## src/rtl/pipe_hazard_ctrl_if.sv

```systemverilog
// Decode-side bundle between the decode stage and the hazard controller.
// Decode drives the instruction fields; the controller drives stall/forward selects.
interface pipe_hazard_ctrl_if #(
  parameter int RW    = 5,
  parameter int DEPTH = 3,
  parameter int FW    = 2
);
  logic             id_valid;
  logic [RW-1:0]    id_rs1;
  logic [RW-1:0]    id_rs2;
  logic             id_use1;
  logic             id_use2;
  logic [RW-1:0]    id_rd;
  logic             id_regwrite;
  logic             id_load;
  logic             id_multi;
  logic             id_flush;
  logic             stall;
  logic             busy;
  logic [FW-1:0]    fwd_a;
  logic [FW-1:0]    fwd_b;
  logic [DEPTH-1:0] stage_valid;

  modport master (
    output id_valid, id_rs1, id_rs2, id_use1, id_use2,
    output id_rd, id_regwrite, id_load, id_multi, id_flush,
    input  stall, busy, fwd_a, fwd_b, stage_valid
  );

  modport slave (
    input  id_valid, id_rs1, id_rs2, id_use1, id_use2,
    input  id_rd, id_regwrite, id_load, id_multi, id_flush,
    output stall, busy, fwd_a, fwd_b, stage_valid
  );
endinterface

```

## src/rtl/pipe_hazard_ctrl.sv

```systemverilog
// Hazard/forwarding controller: shadow pipeline of pending writes,
// forwarding selects, load-use stall, multi-cycle freeze, flush bubbles.
module pipe_hazard_ctrl #(
  parameter int NREG   = 32,
  parameter int RW     = 5,
  parameter int DEPTH  = 3,
  parameter int MULCYC = 4,
  parameter int FW     = 2
) (
  input logic               clock,
  input logic               reset,
  pipe_hazard_ctrl_if.slave bus
);

  localparam int CW = $clog2(MULCYC);

  logic [DEPTH-1:0] r_valid;
  logic [DEPTH-1:0] r_wr;
  logic [DEPTH-1:0] r_ld;
  logic [RW-1:0]    r_rd [DEPTH];
  logic [CW-1:0]    r_cnt;
  logic             r_busy;

  logic [DEPTH-1:0] w_m1;
  logic [DEPTH-1:0] w_m2;
  logic             w_ok1;
  logic             w_ok2;
  logic [FW-1:0]    w_fwd_a;
  logic [FW-1:0]    w_fwd_b;
  logic             w_lu;
  logic             w_stall;
  logic             w_take;

  // r0 is hardwired zero, so it never names a producer
  always_comb begin
    w_ok1 = bus.id_use1 && (bus.id_rs1 != '0)
         && (int'(bus.id_rs1) < NREG);
    w_ok2 = bus.id_use2 && (bus.id_rs2 != '0)
         && (int'(bus.id_rs2) < NREG);
    for (int i = 0; i < DEPTH; i++) begin
      w_m1[i] = r_valid[i] && r_wr[i]
             && (r_rd[i] == bus.id_rs1) && w_ok1;
      w_m2[i] = r_valid[i] && r_wr[i]
             && (r_rd[i] == bus.id_rs2) && w_ok2;
    end
  end

  // scan oldest to youngest so the youngest producer ends up selected
  always_comb begin
    w_fwd_a = '0;
    w_fwd_b = '0;
    for (int i = DEPTH - 1; i >= 0; i--) begin
      if (w_m1[i]) w_fwd_a = FW'(i + 1);
      if (w_m2[i]) w_fwd_b = FW'(i + 1);
    end
  end

  assign w_lu    = r_ld[0] && (w_m1[0] || w_m2[0]);
  assign w_stall = r_busy || w_lu;
  assign w_take  = bus.id_valid && !w_stall && !bus.id_flush;

  always_ff @(posedge clock or negedge reset) begin
    if (!reset) begin
      r_valid <= '0;
      r_wr    <= '0;
      r_ld    <= '0;
      for (int i = 0; i < DEPTH; i++) r_rd[i] <= '0;
      r_cnt   <= '0;
      r_busy  <= 1'b0;
    end else if (r_busy) begin
      r_cnt <= r_cnt - CW'(1);
      if (r_cnt == CW'(1)) r_busy <= 1'b0;
    end else begin
      for (int i = DEPTH - 1; i > 0; i--) begin
        r_valid[i] <= r_valid[i-1];
        r_wr[i]    <= r_wr[i-1];
        r_ld[i]    <= r_ld[i-1];
        r_rd[i]    <= r_rd[i-1];
      end
      r_valid[0] <= w_take;
      r_wr[0]    <= w_take && bus.id_regwrite;
      r_ld[0]    <= w_take && bus.id_load;
      r_rd[0]    <= w_take ? bus.id_rd : '0;
      if (w_take && bus.id_multi) begin
        r_cnt  <= CW'(MULCYC - 1);
        r_busy <= 1'b1;
      end
    end
  end

  assign bus.stall       = w_stall;
  assign bus.busy        = r_busy;
  assign bus.fwd_a       = w_fwd_a;
  assign bus.fwd_b       = w_fwd_b;
  assign bus.stage_valid = r_valid;

endmodule

```

## src/flat_wrapper.sv

```systemverilog
// flat-port wrapper written by rule: the top's interface ports become plain ports
module pipe_hazard_ctrl_flat 
#(
  parameter int NREG   = 32,
  parameter int RW     = 5,
  parameter int DEPTH  = 3,
  parameter int MULCYC = 4,
  parameter int FW     = 2
)
  (clock, reset, bus_id_valid, bus_id_rs1, bus_id_rs2, bus_id_use1, bus_id_use2, bus_id_rd, bus_id_regwrite, bus_id_load, bus_id_multi, bus_id_flush, bus_stall, bus_busy, bus_fwd_a, bus_fwd_b, bus_stage_valid);
  pipe_hazard_ctrl_if #(.RW(RW), .DEPTH(DEPTH), .FW(FW)) bus_i ();
  input logic clock;
  input logic reset;
  input wire logic [$bits(bus_i.id_valid)-1:0] bus_id_valid;
  input wire logic [$bits(bus_i.id_rs1)-1:0] bus_id_rs1;
  input wire logic [$bits(bus_i.id_rs2)-1:0] bus_id_rs2;
  input wire logic [$bits(bus_i.id_use1)-1:0] bus_id_use1;
  input wire logic [$bits(bus_i.id_use2)-1:0] bus_id_use2;
  input wire logic [$bits(bus_i.id_rd)-1:0] bus_id_rd;
  input wire logic [$bits(bus_i.id_regwrite)-1:0] bus_id_regwrite;
  input wire logic [$bits(bus_i.id_load)-1:0] bus_id_load;
  input wire logic [$bits(bus_i.id_multi)-1:0] bus_id_multi;
  input wire logic [$bits(bus_i.id_flush)-1:0] bus_id_flush;
  output wire logic [$bits(bus_i.stall)-1:0] bus_stall;
  output wire logic [$bits(bus_i.busy)-1:0] bus_busy;
  output wire logic [$bits(bus_i.fwd_a)-1:0] bus_fwd_a;
  output wire logic [$bits(bus_i.fwd_b)-1:0] bus_fwd_b;
  output wire logic [$bits(bus_i.stage_valid)-1:0] bus_stage_valid;
  assign bus_i.id_valid = bus_id_valid;
  assign bus_i.id_rs1 = bus_id_rs1;
  assign bus_i.id_rs2 = bus_id_rs2;
  assign bus_i.id_use1 = bus_id_use1;
  assign bus_i.id_use2 = bus_id_use2;
  assign bus_i.id_rd = bus_id_rd;
  assign bus_i.id_regwrite = bus_id_regwrite;
  assign bus_i.id_load = bus_id_load;
  assign bus_i.id_multi = bus_id_multi;
  assign bus_i.id_flush = bus_id_flush;
  assign bus_stall = bus_i.stall;
  assign bus_busy = bus_i.busy;
  assign bus_fwd_a = bus_i.fwd_a;
  assign bus_fwd_b = bus_i.fwd_b;
  assign bus_stage_valid = bus_i.stage_valid;
  pipe_hazard_ctrl #(.NREG(NREG), .RW(RW), .DEPTH(DEPTH), .MULCYC(MULCYC), .FW(FW)) u_core (.clock(clock), .reset(reset), .bus(bus_i));
endmodule
```

## config.mk

```make
export PLATFORM = sky130hd
export DESIGN_NAME = pipe_hazard_ctrl_flat
export DESIGN_NICKNAME = d
export VERILOG_FILES = /design/src/rtl/pipe_hazard_ctrl_if.sv /design/src/rtl/pipe_hazard_ctrl.sv /design/src/flat_wrapper.sv
export SDC_FILE = /design/constraint.sdc
export NUM_CORES = 1
export LEC_CHECK = 0
export CORE_MARGIN = 3
export CORE_UTILIZATION = 45
export CTS_CLUSTER_DIAMETER = 100
export DETAILED_ROUTE_END_ITERATION = 8
export GPL_TIMING_DRIVEN = 0
export PLACE_DENSITY = 0.75
export SETUP_SLACK_MARGIN = 0.1
export SLEW_MARGIN = 20
export SYNTH_ARGS = -nofsm -noshare
export SYNTH_HDL_FRONTEND = slang
export SYNTH_SLANG_ARGS = --single-unit
```

## constraint.sdc

```tcl
create_clock -name clock -period 1.6 [get_ports clock]
set_input_delay 0.16 -clock clock [delete_from_list [all_inputs] [get_ports clock]]
set_output_delay 0.16 -clock clock [all_outputs]
set_load 0.03 [all_outputs]
```

== Word-level counts from Yosys, hierarchy flattened ==
Index checks and enable logic that the tools add are counted.

* Reduce and logical (&&, ||, !) cells: 30
* $add $sub $neg: 1
* Equal/unequal tests: 7
* Muxes and demuxes: 12

{| class="wikitable"
|+ Operators by type and width
! operator !! number
|-
| 5-bit equality test || 6
|-
| 1-bit logical AND || 23
|-
| 2-bit two-way mux || 8
|-
| 5-bit nonzero test || 2
|-
| 5-bit two-way mux || 1
|-
| 1-bit two-way mux || 3
|-
| 2-bit by 1-bit equality test with 1-bit output (second input constant) || 1
|-
| 1-bit zero test || 2
|-
| 1-bit logical OR || 2
|-
| 2-bit nonzero test || 1
|-
| 2-bit by 1-bit subtractor with 2-bit output (second input constant) || 1
|}

* Output and inout bits: 9
* Register bits after elaboration: 25
* Logic and storage cells: 58
* Input port bits: 24

== Longest topological paths before layout ==
* Word-level depth: 12
* Depth in mapped cells: 6
* Mapped depth without buffers: 5

== Worst setup path after synthesis ==
Ideal clock, no wire load.

* Path kind: input-to-output
* Start point: input bus_id_rs1[2]
* End point: output bus_fwd_a[1]
* Cell stages on the path: 4
* Required time: 1.440 ns
* Path slack: -0.249 ns
* Arrival: 1.689 ns
* Buffers on the path: 0
* Path through: or4_1 o21a_1 nand3_2 a21boi_0

* Cells in the longest elaborated chain, start to end: 6
* Elaborated cells between the ends (all ways): 14
* Classes of those cells: eq/ne (3); mux (3); reduce/logical (8)

{| class="wikitable"
|+ Ends and longest elaborated chain
! element !! line !! source
|-
| start, declared || flat_wrapper.sv:15 || <nowiki>input wire logic [$bits(bus_i.id_rs1)-1:0] bus_id_rs1;</nowiki>
|-
| 5-bit equality test / 5-bit nonzero test (equally long branches) || pipe_hazard_ctrl.sv:42, pipe_hazard_ctrl.sv:36 ||
|-
| 1-bit logical AND (on tied branches) || pipe_hazard_ctrl.sv:42, pipe_hazard_ctrl.sv:36 ||
|-
| 1-bit logical AND || pipe_hazard_ctrl.sv:42 || <nowiki>&& (r_rd[i] == bus.id_rs1) && w_ok1;</nowiki>
|-
| 2-bit two-way mux (2 in a row) || pipe_hazard_ctrl.sv:53 || <nowiki>if (w_m1[i]) w_fwd_a = FW'(i + 1);</nowiki>
|-
| 2-bit two-way mux * || pipe_hazard_ctrl.sv:53 ||
|-
| end, declared || flat_wrapper.sv:26 || <nowiki>output wire logic [$bits(bus_i.fwd_a)-1:0] bus_fwd_a;</nowiki>
|}

Every way passes the cells marked *; elsewhere a longest branch is shown, timed or not.

== Worst setup path after layout ==
* Start point: register u_core.r_rd[12] in the netlist's numbering
* End point: output bus_stall

* Cells in the longest elaborated chain, start to end: 6
* Elaborated cells between the ends (all ways): 9
* Classes of those cells: eq/ne (2); reduce/logical (7)

{| class="wikitable"
|+ Ends and longest elaborated chain
! element !! line !! source
|-
| start, declared || pipe_hazard_ctrl.sv:20 || <nowiki>logic [RW-1:0] r_rd [DEPTH];</nowiki>
|-
| start signal, assigned by index || pipe_hazard_ctrl.sv:78 || <nowiki>r_rd[i] <= r_rd[i-1];</nowiki>
|-
| 5-bit equality test (on tied branches) || pipe_hazard_ctrl.sv:42, pipe_hazard_ctrl.sv:44 ||
|-
| 1-bit logical AND (on tied branches) (2 in a row) || pipe_hazard_ctrl.sv:42, pipe_hazard_ctrl.sv:44 ||
|-
| 1-bit logical OR * || pipe_hazard_ctrl.sv:58 || <nowiki>assign w_lu = r_ld[0] && (w_m1[0] || w_m2[0]);</nowiki>
|-
| 1-bit logical AND * || pipe_hazard_ctrl.sv:58 ||
|-
| 1-bit logical OR * || pipe_hazard_ctrl.sv:59 || <nowiki>assign w_stall = r_busy || w_lu;</nowiki>
|-
| end, declared || flat_wrapper.sv:24 || <nowiki>output wire logic [$bits(bus_i.stall)-1:0] bus_stall;</nowiki>
|}

Marked as above.

==> impl_metrics.yaml <==
yosys:
  async_reset_ff_share_pct: 100
  syn_avg_cell_area_sq_um: 10.7
  synth_edf_count: 0
  synth_largest_area_cell: "dfrtp_1"
  netlist_instances: 137
  ys_ff_latch: 25
  syn_area_sq_um: 1470
  synthTopCellsByArea: "dfrtp_1 (43%), mux2_2 (11%), xnor2_1 (10%), xor2_1 (8.3%), o31ai_2 (4.3%)"
  yosysWarnings: 0
  ys_types: 31
  synth_nets: 162
  synth-main-ff-cell: "dfrtp_1"
  ys_seq_area_share_pct: 42.6
  post-synth-top-area-fraction_pct: 42.6
final_layout:
  instances_no_fill: 232
  antennaDiodeCount: 0
  final_cell_area_sq_um: 2030
  ff_latch_area_sq_um: 627
  drive_gt1_share_pct: 29.3
  mostFrequentLayoutCells: "dfrtp_1 (24), xnor2_1 (16), xor2_1 (14), mux2_2 (14)"
  finalNetCount: 214
  layout_commonest_cell: "dfrtp_1"
  fillCellCount: 276
  multiInputGateArea_sq_um: 826
  synthToLayoutAreaGrowth_pct: 38.0
place:
  numPortBuffers: 32
  dp_hpwl_um: 2560
  routabilityCongestion: 0.855
  dpl_cell_area_sq_um: 1850
  dp_cells: 213
global_routing:
  grt_pass1_vias: 1337
  grt_usage_pct: 19.2
  antenna_found_initial: 0
  grt_pass1_wl_um: 6200
  overflow: 0
  grt_max_degree: 26
power:
  powerDensity_nw_per_um2: 1230
  irDropWorstVdd_mv: 0.641
  p_int_mw: 1.54
  power_leakage_nw: 0.932
  seqPwrFrac_pct: 43.6
  p_clk_share_pct: 11.5
  p_comb_share_pct: 44.9
  switchingPower_mw: 0.963
  switching_share_pct: 38.5
flow_run:
  drv_cap: 0
setup_path:
  critPathLaunch: "u_core.r_rd[12]"
  path_delay_family: "simple AND/OR/NAND/NOR gates"
  critPathBufInv: 1
  cp_max_fo: 3
  critPathRequiredTime_ps: 1440
  critical_path_class: "reg -> out"
  cp-start-kind: "flip-flop"
  crit_arrival_ps: 1990
  slowest_stage: "or4_4"
  endpoint_kind: "primary output"
  slowest_delay_ps: 530
  worstReg2RegStart: "u_core.r_rd[12]"
  path_cells: "xnor2_1, nand4_1, or4_4, a21boi_4, or2_4, buf_6"
route:
  drtAntennaViolNets: 0
  drc: 0
  wl_per_cell_um: 15.0
  drt_iter0_drc: 27
  vias_per_cell: 5.15
  vias: 1195
  drt_first_pass_iters: 4
  drt-total-wl_um: 3490
floorplanning:
  floorplan.initialDensity_pct: 47.7
  ios: 33
  fp.coreArea_sq_um: 3080
  rows: 20
  dieArea_sq_um: 3990
  die_y_um: 63.1
  die_x_um: 63.1
sta:
  hold_violations: 0
  slew_headroom_pct: 63.7
  drv_slew: 0
  worst_pin_slew_ps: 545
  finalSetupViolations: 16
  fin_crit_sh_pct: 134
  skew_ps: 13.3
  clock.fmax_mhz: 466
  rsz0062_at_grt: "yes"
  setup_ws_ps: -547
  fin_crit_ps: 2150
  finalSetupTns_ps: -7650
status:
  outcome: "finished, violations left"
  violations: "setup timing"
min_path:
  hold_class: "in -> async"
clock_network:
  cts_made_buffers: 3
  clk_pin_slew_ps: 150
  cts_tree: "built"
  cts_buffer_depth: 2
  clock_latency_ps: 320
  htreeDepth: 1
  cts_root_buffer: "clkbuf_4"
  clock-sinks: 25
==> logic make-up after synthesis <==
logic type,synth area share [%]
simple gates,13.6
xor+xnor,18.5
flops,42.6
compound gates,9.46
mux,11.4
buf+inv,3.58
fa+ha+maj,0.852
==> synthesized netlist by cell type, types with 2 or more instances <==
cell type and n:
and3_1 2, nor4_1 3, dfrtp_1 25, nor3_1 2, nand2_1 12, o31ai_2 5
nand4_1 3, inv_1 8, o21ai_1 4, xor2_1 14, nand3_1 6, clkbuf_1 2
or4_1 2, mux2_2 14, o21a_1 2, xnor2_1 17, nand2b_1 2
==> worst paths after layout <==
check	slack, ps	end	depth (start not counted)
max in group asynchronous	880	u_core.bus.stage_valid[0]	2
setup / recovery	-550	bus_stall	6
min in group clock	380	u_core.r_rd[14]	3
setup reg to reg	-500	u_core.r_rd[13]	10
hold / removal	340	u_core.r_rd[10]	2
hold reg to reg	520	u_core.r_ld[0]	2
==> final cells by class <==
| type | instances | share of cell area, % |
|---|---|---|
| Multi-Input combinational cell | 100 | 40.7 |
| Sequential cell | 25 | 30.9 |
| Timing Repair Buffer | 47 | 21.3 |
| Tap cell | 44 | 2.72 |
| Inverter | 8 | 1.48 |
| Buffer | 4 | 1.36 |
| Clock buffer | 3 | 1.11 |
| Clock inverter | 1 | 0.370 |
==> flip-flops by register name, indices dropped and copies added (netlist names) <==
signal                  flops
u_core.r_wr                 3
u_core.bus.busy             1
u_core.r_rd                15
u_core.r_cnt                2
u_core.r_ld                 1
u_core.bus.stage_valid      3
==> power groups by stage <==
stage	Combinational [mW]	Clock [mW]	Sequential (mW)
global route	1.23	0.323	1.13
finish	1.12	0.288	1.09
detailed placement	1.07	0	1.12
floorplan	0.680	0	1.13
CTS	1.11	0.297	1.09
global placement	1.04	0	1.11
==> stage by stage <==
| step | power (mW) | util [%] | worst slack, ps | hold WS [ps] |
|---|---|---|---|---|
| 2_1_floorplan | 1.81 | - | -60.5 | -136 |
| 5_1_grt | 2.68 | 65.9 | -664 | 379 |
| 3_5_place_dp | 2.18 | 60.1 | -1150 | 490 |
| 4_1_cts | 2.50 | 65.4 | -559 | 373 |
| 6_report | 2.50 | 65.9 | -547 | 338 |
| 3_3_place_gp | 2.15 | 60.1 | -1140 | 466 |
==> routing by layer <==
layer	vias to the layer above	track usage [%]	wire, um
li1	575	-	-
met1	587	23.7	1470
met2	31	34.3	1840
met3	2	3.21	159
met4	0	5.23	15
met5	-	0	0
==> what timing repair did <==
action | in CTS | in global routing
hold endpoints to repair | 0 | 25
buffers inserted | 14 | 1
endpoints found under the setup margin | 20 | 25
cloned | 1 | 0
pin swaps | 0 | 1
hold buffers | 0 | 1
gates resized for setup | 56 | 4
No activity file was read; power rests on OpenSTA's default activity.
